$ cat config.mk
export PLATFORM = sky130hd
export DESIGN_NAME = fcn_layer_sequencer
export DESIGN_NICKNAME = d
export VERILOG_FILES = /design/src/rtl/fcn_pkg.sv /design/src/rtl/fcn_bram_port_mux.sv /design/src/rtl/fcn_layer_sequencer.sv
export SDC_FILE = /design/constraint.sdc
export NUM_CORES = 1
export LEC_CHECK = 0
export CAP_MARGIN = 5
export CORE_MARGIN = 2
export CORE_UTILIZATION = 46
export DETAILED_ROUTE_END_ITERATION = 8
export GPL_TIMING_DRIVEN = 0
export PLACE_DENSITY = 0.91
export SYNTH_ARGS = -nofsm -noshare
export SYNTH_HDL_FRONTEND = slang
export SYNTH_HIERARCHICAL = 1
export SYNTH_SLANG_ARGS = --single-unit
$ cat constraint.sdc
create_clock -name clk -period 4.6 [get_ports clk]
set_clock_uncertainty 0.1 [all_clocks]
set_input_delay 0.92 -clock clk [delete_from_list [all_inputs] [get_ports clk]]
set_output_delay 0.92 -clock clk [all_outputs]
set_load 0.1 [all_outputs]
$ cat src/rtl/fcn_pkg.sv
// fcn_pkg: shared types and constants for the FC-layer sequencer.
//   seq_state_e        : sequencer FSM state encoding
//   TIMEOUT_CYCLES_DEF : default per-layer timeout in cycles
//   CNT_W              : width of the per-layer cycle counter
//   idx_width()        : width of a layer index (minimum 1 bit)
package fcn_pkg;

   localparam int unsigned TIMEOUT_CYCLES_DEF = 65535;
   localparam int unsigned CNT_W              = 32;

   typedef enum logic [2:0] {
      S_IDLE   = 3'd0,
      S_LAUNCH = 3'd1,
      S_WAIT   = 3'd2,
      S_NEXT   = 3'd3,
      S_DONE   = 3'd4,
      S_ERROR  = 3'd5
   } seq_state_e;

   // Index width for n layers; a single layer still needs one bit.
   function automatic int unsigned idx_width(input int unsigned n);
      return (n > 1) ? $clog2(n) : 1;
   endfunction

endpackage

$ cat src/rtl/fcn_bram_port_mux.sv
// fcn_bram_port_mux: combinational selection of one layer's shared-BRAM
// request onto the single BRAM port.
//   i_en      : pass the selected requester through; otherwise drive zeros
//   i_sel     : index of the layer that owns the port
//   req_*     : packed per-layer request slices, slice k = layer k
//   bram_*    : shared BRAM port
module fcn_bram_port_mux
   import fcn_pkg::*;
#(
   parameter  int unsigned NUM_LAYERS = 3,
   parameter  int unsigned DATA_WIDTH = 32,
   parameter  int unsigned ADDR_WIDTH = 12,
   localparam int unsigned IDX_W      = idx_width(NUM_LAYERS)
) (
   input  logic                             i_en,
   input  logic [IDX_W-1:0]                 i_sel,
   input  logic [NUM_LAYERS-1:0]            req_ce,
   input  logic [NUM_LAYERS-1:0]            req_we,
   input  logic [NUM_LAYERS*ADDR_WIDTH-1:0] req_addr,
   input  logic [NUM_LAYERS*DATA_WIDTH-1:0] req_din,
   output logic                             bram_ce,
   output logic                             bram_we,
   output logic [ADDR_WIDTH-1:0]            bram_addr,
   output logic [DATA_WIDTH-1:0]            bram_din
);

   // Zero-latency select; an idle port is fully quiet, not just ce-gated.
   always_comb begin
      bram_ce   = 1'b0;
      bram_we   = 1'b0;
      bram_addr = '0;
      bram_din  = '0;
      for (int k = 0; k < NUM_LAYERS; k++) begin
         if (i_en && (i_sel == IDX_W'(k))) begin
            bram_ce   = req_ce[k];
            bram_we   = req_we[k];
            bram_addr = req_addr[k*ADDR_WIDTH +: ADDR_WIDTH];
            bram_din  = req_din[k*DATA_WIDTH +: DATA_WIDTH];
         end
      end
   end

endmodule

$ cat src/rtl/fcn_layer_sequencer.sv
// fcn_layer_sequencer: runs NUM_LAYERS chained FC layers one after another,
// hands the shared BRAM port to the active layer and times each layer.
// Optional feature: define FCN_SEQ_TIMEOUT_EN to abort a layer that runs
// for TIMEOUT_CYCLES without answering (sticky o_error); otherwise a layer
// may run indefinitely and o_error stays 0.
//   clk, reset        : rising-edge clock, synchronous active-high reset
//   i_start           : network run request (accepted only when idle)
//   o_busy / o_done   : sequencing in progress / network-complete pulse
//   o_error           : sticky timeout flag, cleared by the next accepted start
//   o_layer_run       : one-hot one-cycle run pulse to each layer
//   i_layer_done      : done from each layer (only the active bit is used)
//   o_active_layer    : current layer index
//   o_layer_cycles    : cycle count of the last completed layer
//   req_* / bram_*    : per-layer BRAM requests and the shared BRAM port
module fcn_layer_sequencer
   import fcn_pkg::*;
#(
   parameter  int unsigned NUM_LAYERS     = 3,
   parameter  int unsigned DATA_WIDTH     = 32,
   parameter  int unsigned ADDR_WIDTH     = 12,
   parameter  int unsigned TIMEOUT_CYCLES = TIMEOUT_CYCLES_DEF,
   localparam int unsigned IDX_W          = idx_width(NUM_LAYERS)
) (
   input  logic                             clk,
   input  logic                             reset,
   input  logic                             i_start,
   output logic                             o_busy,
   output logic                             o_done,
   output logic                             o_error,
   output logic [NUM_LAYERS-1:0]            o_layer_run,
   input  logic [NUM_LAYERS-1:0]            i_layer_done,
   output logic [IDX_W-1:0]                 o_active_layer,
   output logic [31:0]                      o_layer_cycles,
   input  logic [NUM_LAYERS-1:0]            req_ce,
   input  logic [NUM_LAYERS-1:0]            req_we,
   input  logic [NUM_LAYERS*ADDR_WIDTH-1:0] req_addr,
   input  logic [NUM_LAYERS*DATA_WIDTH-1:0] req_din,
   output logic                             bram_ce,
   output logic                             bram_we,
   output logic [ADDR_WIDTH-1:0]            bram_addr,
   output logic [DATA_WIDTH-1:0]            bram_din
);

`ifdef FCN_SEQ_TIMEOUT_EN
   localparam logic TIMEOUT_EN = 1'b1;
`else
   localparam logic TIMEOUT_EN = 1'b0;
`endif

   localparam logic [IDX_W-1:0] LAST_IDX     = IDX_W'(NUM_LAYERS - 1);
   localparam logic [CNT_W-1:0] CNT_MAX      = '1;
   localparam logic [CNT_W-1:0] TIMEOUT_LAST = CNT_W'(TIMEOUT_CYCLES - 1);

   seq_state_e            state_q, state_d;
   logic [IDX_W-1:0]      idx_q, idx_d;
   logic [CNT_W-1:0]      cnt_q, cnt_d;
   logic [CNT_W-1:0]      cycles_q, cycles_d;
   logic [NUM_LAYERS-1:0] run_q, run_d;
   logic                  busy_q, busy_d;
   logic                  done_q, done_d;
   logic                  err_q, err_d;
   logic                  cur_done;
   logic [CNT_W-1:0]      cnt_inc;
   logic                  mux_en;

   // Only the active layer's done bit matters; counter saturates.
   assign cur_done = i_layer_done[idx_q];
   assign cnt_inc  = (cnt_q == CNT_MAX) ? cnt_q : cnt_q + CNT_W'(1);

   // State and output registers.
   always_ff @(posedge clk) begin
      if (reset) begin
         state_q  <= S_IDLE;
         idx_q    <= '0;
         cnt_q    <= '0;
         cycles_q <= '0;
         run_q    <= '0;
         busy_q   <= 1'b0;
         done_q   <= 1'b0;
         err_q    <= 1'b0;
      end else begin
         state_q  <= state_d;
         idx_q    <= idx_d;
         cnt_q    <= cnt_d;
         cycles_q <= cycles_d;
         run_q    <= run_d;
         busy_q   <= busy_d;
         done_q   <= done_d;
         err_q    <= err_d;
      end
   end

   // Next state, layer index and cycle counter.
   always_comb begin
      state_d  = state_q;
      idx_d    = idx_q;
      cnt_d    = cnt_q;
      cycles_d = cycles_q;
      unique case (state_q)
         S_IDLE: begin
            if (i_start) begin
               state_d = S_LAUNCH;
               idx_d   = '0;
            end
         end
         S_LAUNCH: begin
            cnt_d   = '0;
            state_d = S_WAIT;
         end
         S_WAIT: begin
            // A done arriving on the last allowed cycle beats the timeout.
            if (cur_done) begin
               cycles_d = cnt_inc;
               state_d  = S_NEXT;
            end else if (TIMEOUT_EN && (cnt_q == TIMEOUT_LAST)) begin
               state_d = S_ERROR;
            end else begin
               cnt_d = cnt_inc;
            end
         end
         S_NEXT: begin
            if (idx_q == LAST_IDX) begin
               state_d = S_DONE;
            end else begin
               idx_d   = idx_q + IDX_W'(1);
               state_d = S_LAUNCH;
            end
         end
         S_DONE:  state_d = S_IDLE;
         S_ERROR: state_d = S_IDLE;
         default: state_d = S_IDLE;
      endcase
   end

   // Outputs decoded from the next state so the registered copies line up
   // with the state they describe.
   always_comb begin
      run_d  = '0;
      busy_d = 1'b0;
      done_d = 1'b0;
      err_d  = err_q;
      if (state_d == S_LAUNCH) begin
         run_d[idx_d] = 1'b1;
      end
      busy_d = (state_d == S_LAUNCH) || (state_d == S_WAIT) || (state_d == S_NEXT);
      done_d = (state_d == S_DONE);
      if (state_d == S_ERROR) begin
         err_d = 1'b1;
      end else if ((state_q == S_IDLE) && (state_d == S_LAUNCH)) begin
         err_d = 1'b0;
      end
   end

   assign o_busy         = busy_q;
   assign o_done         = done_q;
   assign o_error        = TIMEOUT_EN & err_q;
   assign o_layer_run    = run_q;
   assign o_active_layer = idx_q;
   assign o_layer_cycles = cycles_q;

   // The active layer owns the BRAM from launch until it reports done.
   assign mux_en = (state_q == S_LAUNCH) || (state_q == S_WAIT);

   fcn_bram_port_mux #(
      .NUM_LAYERS (NUM_LAYERS),
      .DATA_WIDTH (DATA_WIDTH),
      .ADDR_WIDTH (ADDR_WIDTH)
   ) u_port_mux (
      .i_en      (mux_en),
      .i_sel     (idx_q),
      .req_ce    (req_ce),
      .req_we    (req_we),
      .req_addr  (req_addr),
      .req_din   (req_din),
      .bram_ce   (bram_ce),
      .bram_we   (bram_we),
      .bram_addr (bram_addr),
      .bram_din  (bram_din)
   );

endmodule

==> qor.yml <==
status: "completed"
hold_slack_ns: 0.372
cts_root_buffer: "sky130_fd_sc_hd__clkbuf_16"
maximum_clock_rate_ghz: 0.225
worst-endpoint-arrival_ns: 3.43
floorplan.initialDensity_pct: 47.7
wl_met2_microns: 9130
pin_count_of_the_biggest_net_entering_global_routing: 13
core_sq_mm: 0.0109
synthToLayoutAreaGrowth_pct: 55.0
grt.total_usage_pct: 31.0
final_critical_path_setup_slack_ns: 0.146
synthesized_area_fraction_occupied_by_ao_oa_aoi_and_oai_cells_pct: 20.1
post-layout-total-power_mw: 2.43
crit_path_end_kind: "primary output"
dpl_worst_slack_ns: 0.436
synth_flop_cell: "sky130_fd_sc_hd__dfxtp_1"
timing_worst_slew_pin_value_ns: 1.22
clock_tree.buffer_depth: 2
final_period_minus_worst_setup_slack_ns: 4.45
finalCritPeriodShare_pct: 96.8
flip_flop_and_latch_count_after_synthesis: 74
place.gp.congestion: 0.952
worst-endpoint-required_ns: 3.58
critical_path_s_most_frequent_cell: "sky130_fd_sc_hd__clkbuf_1"
max_cap_violations: 0
netlist_top_cells_area: "sky130_fd_sc_hd__dfxtp_1 28%, sky130_fd_sc_hd__mux2i_1 9.2%, sky130_fd_sc_hd__nand3b_1 7.1%, sky130_fd_sc_hd__and2_1 5.9%, sky130_fd_sc_hd__nor2_1 4.1%"
yosys.area_share.simple_pct: 29.0
num_io_pins: 230
yosys_warnings: 6
largest_family_of_logic_cells_by_synthesized_area: "simple AND/OR/NAND/NOR gates"
path_clk_slew_ns: 0.05
port_buffers: 227
slew_headroom_pct: 17.8
clkLatencyLatePin_ns: 0.34
globalRoute.totalOverflow: 0
mostFrequentLayoutCell: "sky130_fd_sc_hd__clkdlybuf4s50_1"
fp.dieArea_sq_mm: 0.0122
cp_launch_point: "state_q[1]$_SDFF_PP0_"
drt-pass1-iter-count: 5
ctsHtreeMaxLevel: 3
report.final.setup_viol: 0
yosysTopAreaCell: "sky130_fd_sc_hd__dfxtp_1"
most-common-layout-cells: "197 x sky130_fd_sc_hd__clkdlybuf4s50_1, 74 x sky130_fd_sc_hd__dfxtp_1, 57 x sky130_fd_sc_hd__nor2_1"
post_synthesis_xor_xnor_area_fraction_pct: 4.87
placement_rows: 38
pwr_density_cell_mw_per_mm2: 302
hold_buffers: 0
fraction_of_final_layout_cells_sized_beyond_drive_strength_1_pct: 7.01
finish.net_count: 1042
critPathLaunchType: "flip-flop"
min_delay_startpoint: "o_layer_cycles[0]$_SDFFE_PP0P_"
synth-edff-count: 0
report.final.slew_viol_count: 0
syn_inst: 657
detail_route.drc_violations: 0
initial_antenna_violation_count: 0
dpl.hpwl_microns: 15400
synth-async-reset-ratio_pct: 0
drt_first_iter_violations: 607
tritoncts_clock_tree: "done"
highest-signal-layer: "met4"
power.ir.vdd_worst_uv: 240
wl_met1_microns: 8130
path_class: "flip-flop to primary output"
tritoncts.num_buffers: 9
top_cell_type_s_share_of_synthesized_area_pct: 28.4
leakagePower_nw: 3.09
synthesis.area_per_instance_sq_um: 7.93
wl_per_cell_microns: 19.2
number_of_global_route_vias_before_repair: 5518
timing.critical_path.buf_inv: 3
grt_setup_unrepaired: "false"
postRouteWirelength_microns: 20000
worst_hold_path_type: "flip-flop to flip-flop"
cp_cell_sequence: "clkbuf_1 > nand2b_1 > a21oi_1 > clkbuf_1 > and2_1 > clkdlybuf4s50_1"
syn-num-nets: 804
report.final.hold_viol_count: 0
path_delay_family: "buffers and inverters"
cp_slowest_stage_delay_ns: 1.12
grt_pass1_wl_microns: 30300
route.vias.total: 6047
post_synth_num_cell_types: 60
die_x_microns: 110
route.detailed.vias_per_inst: 5.82
n_antenna_cell: 0
setup-tns-final_ns: 0
ys_seq_area_share_pct: 28.4
synthesis.area_sq_mm: 0.00521
dieHeight_microns: 110
crit-reg2reg-launch: "state_q[1]$_SDFF_PP0_"
detailroute.wirelength.met3_microns: 2020
clock_sink_count: 74
route.antenna.remaining_nets: 0
yosys.area_share.adder_pct: 0.720
cpMaxStageDelayCell: "sky130_fd_sc_hd__clkdlybuf4s50_1"
crit_path_max_fanout: 11
utilization_pct: 73.8
synthMuxAreaShare_pct: 9.22
[stage by stage]
step	cells	instance area [sq um]
2_1_floorplan	657	5210
3_3_place_gp	1024	7660
3_5_place_dp	1024	7660
4_1_cts	1039	8000
5_1_grt	1039	8080
6_report	1039	8080
[sequential cells by signal, summed over array words and instances, names as in the netlist]
register	count
o_done	1
state_q	3
o_layer_run	3
o_active_layer	2
o_layer_cycles	32
o_busy	1
cnt_q	32
[report_power, final]
| part | internal (mW) | switching (mW) |
|---|---|---|
| registers | 0.663 | 0.0125 |
| logic | 0.293 | 0.660 |
| clock network | 0.540 | 0.266 |
| total | 1.50 | 0.939 |
[layer usage]
layer | vias to the layer above | global-route usage, %
met5 | - | 0
met4 | 0 | 11.6
met3 | 55 | 8.67
met2 | 327 | 49.7
met1 | 2809 | 39.7
li1 | 2856 | -
[cells in the mapped netlist (2+ instances only)]
library cell,count
sky130_fd_sc_hd__nand3_1,17
sky130_fd_sc_hd__o221a_2,2
sky130_fd_sc_hd__xnor2_1,24
sky130_fd_sc_hd__clkbuf_2,2
sky130_fd_sc_hd__and3_2,3
sky130_fd_sc_hd__a211oi_2,2
sky130_fd_sc_hd__nor2_1,57
sky130_fd_sc_hd__a31oi_1,13
sky130_fd_sc_hd__buf_6,3
sky130_fd_sc_hd__nor3b_1,3
sky130_fd_sc_hd__buf_2,19
sky130_fd_sc_hd__a311oi_1,7
sky130_fd_sc_hd__buf_12,5
sky130_fd_sc_hd__and3_1,5
sky130_fd_sc_hd__and4_1,6
sky130_fd_sc_hd__o21ai_0,41
sky130_fd_sc_hd__or3_1,4
sky130_fd_sc_hd__nand4_1,9
sky130_fd_sc_hd__nand3b_1,49
sky130_fd_sc_hd__nand2b_1,3
sky130_fd_sc_hd__a21o_1,2
sky130_fd_sc_hd__xor2_1,5
sky130_fd_sc_hd__and2_1,49
sky130_fd_sc_hd__nor3_1,10
sky130_fd_sc_hd__mux2i_1,48
sky130_fd_sc_hd__buf_4,2
sky130_fd_sc_hd__nor4_1,7
sky130_fd_sc_hd__a211oi_1,27
sky130_fd_sc_hd__a21oi_1,19
sky130_fd_sc_hd__o21ai_1,41
sky130_fd_sc_hd__o221ai_1,2
sky130_fd_sc_hd__inv_1,7
sky130_fd_sc_hd__nand2_1,39
sky130_fd_sc_hd__dfxtp_1,74
sky130_fd_sc_hd__clkbuf_1,24
sky130_fd_sc_hd__ha_1,3
[final timing paths]
| kind | to | slack, ns | depth (start not counted) |
|---|---|---|---|
| worst min-delay path | o_layer_cycles[0]$_SDFFE_PP0P_ | 0.37 | 2 |
| worst max register to register | cnt_q[25]$_SDFFE_PP0P_ | 1.74 | 8 |
| worst min register to register | o_layer_cycles[0]$_SDFFE_PP0P_ | 0.37 | 2 |
| worst max-delay path | bram_addr[2] | 0.15 | 6 |
[cells by family (layout without fill, tap and decap cells)]
kind of cell             count (synthesis)  count (layout)
AND/OR/NAND/NOR                        269             269
flip-flops                              74              74
multiplexers                            48              48
adder cells (fa/ha/maj)                  3               3
other                                    1               1
buffers and inverters                   65             307
AO/OA/AOI/OAI                          168             168
XOR/XNOR                                29              29
[area by class of cell]
cell class	instances	area [sq um]
Multi-Input combinational cell	518	3340
Fill cell	823	2860
Inverter	7	26.3
Clock buffer	10	239
Clock inverter	5	103
Sequential cell	74	1480
Timing Repair Buffer	227	2350
Buffer	58	368
Tap cell	140	175
[worst register-to-register path: stages (launching register included)]
cell and delay (ns):
sky130_fd_sc_hd__dfxtp_1 0.30, sky130_fd_sc_hd__clkbuf_1 0.29, sky130_fd_sc_hd__nor3b_1 0.41, sky130_fd_sc_hd__o221ai_2 0.29, sky130_fd_sc_hd__o21ai_1 0.47, sky130_fd_sc_hd__nor2_1 0.26, sky130_fd_sc_hd__clkbuf_1 0.28, sky130_fd_sc_hd__o21ai_0 0.19
sky130_fd_sc_hd__o21ai_0 0.12
[what timing repair did]
item | CTS | global route
setup endpoints to repair | 0 | 30
buffers inserted | 0 | 0
resized for setup | 0 | 30
Note: power is estimated with default switching activity, not from simulation.
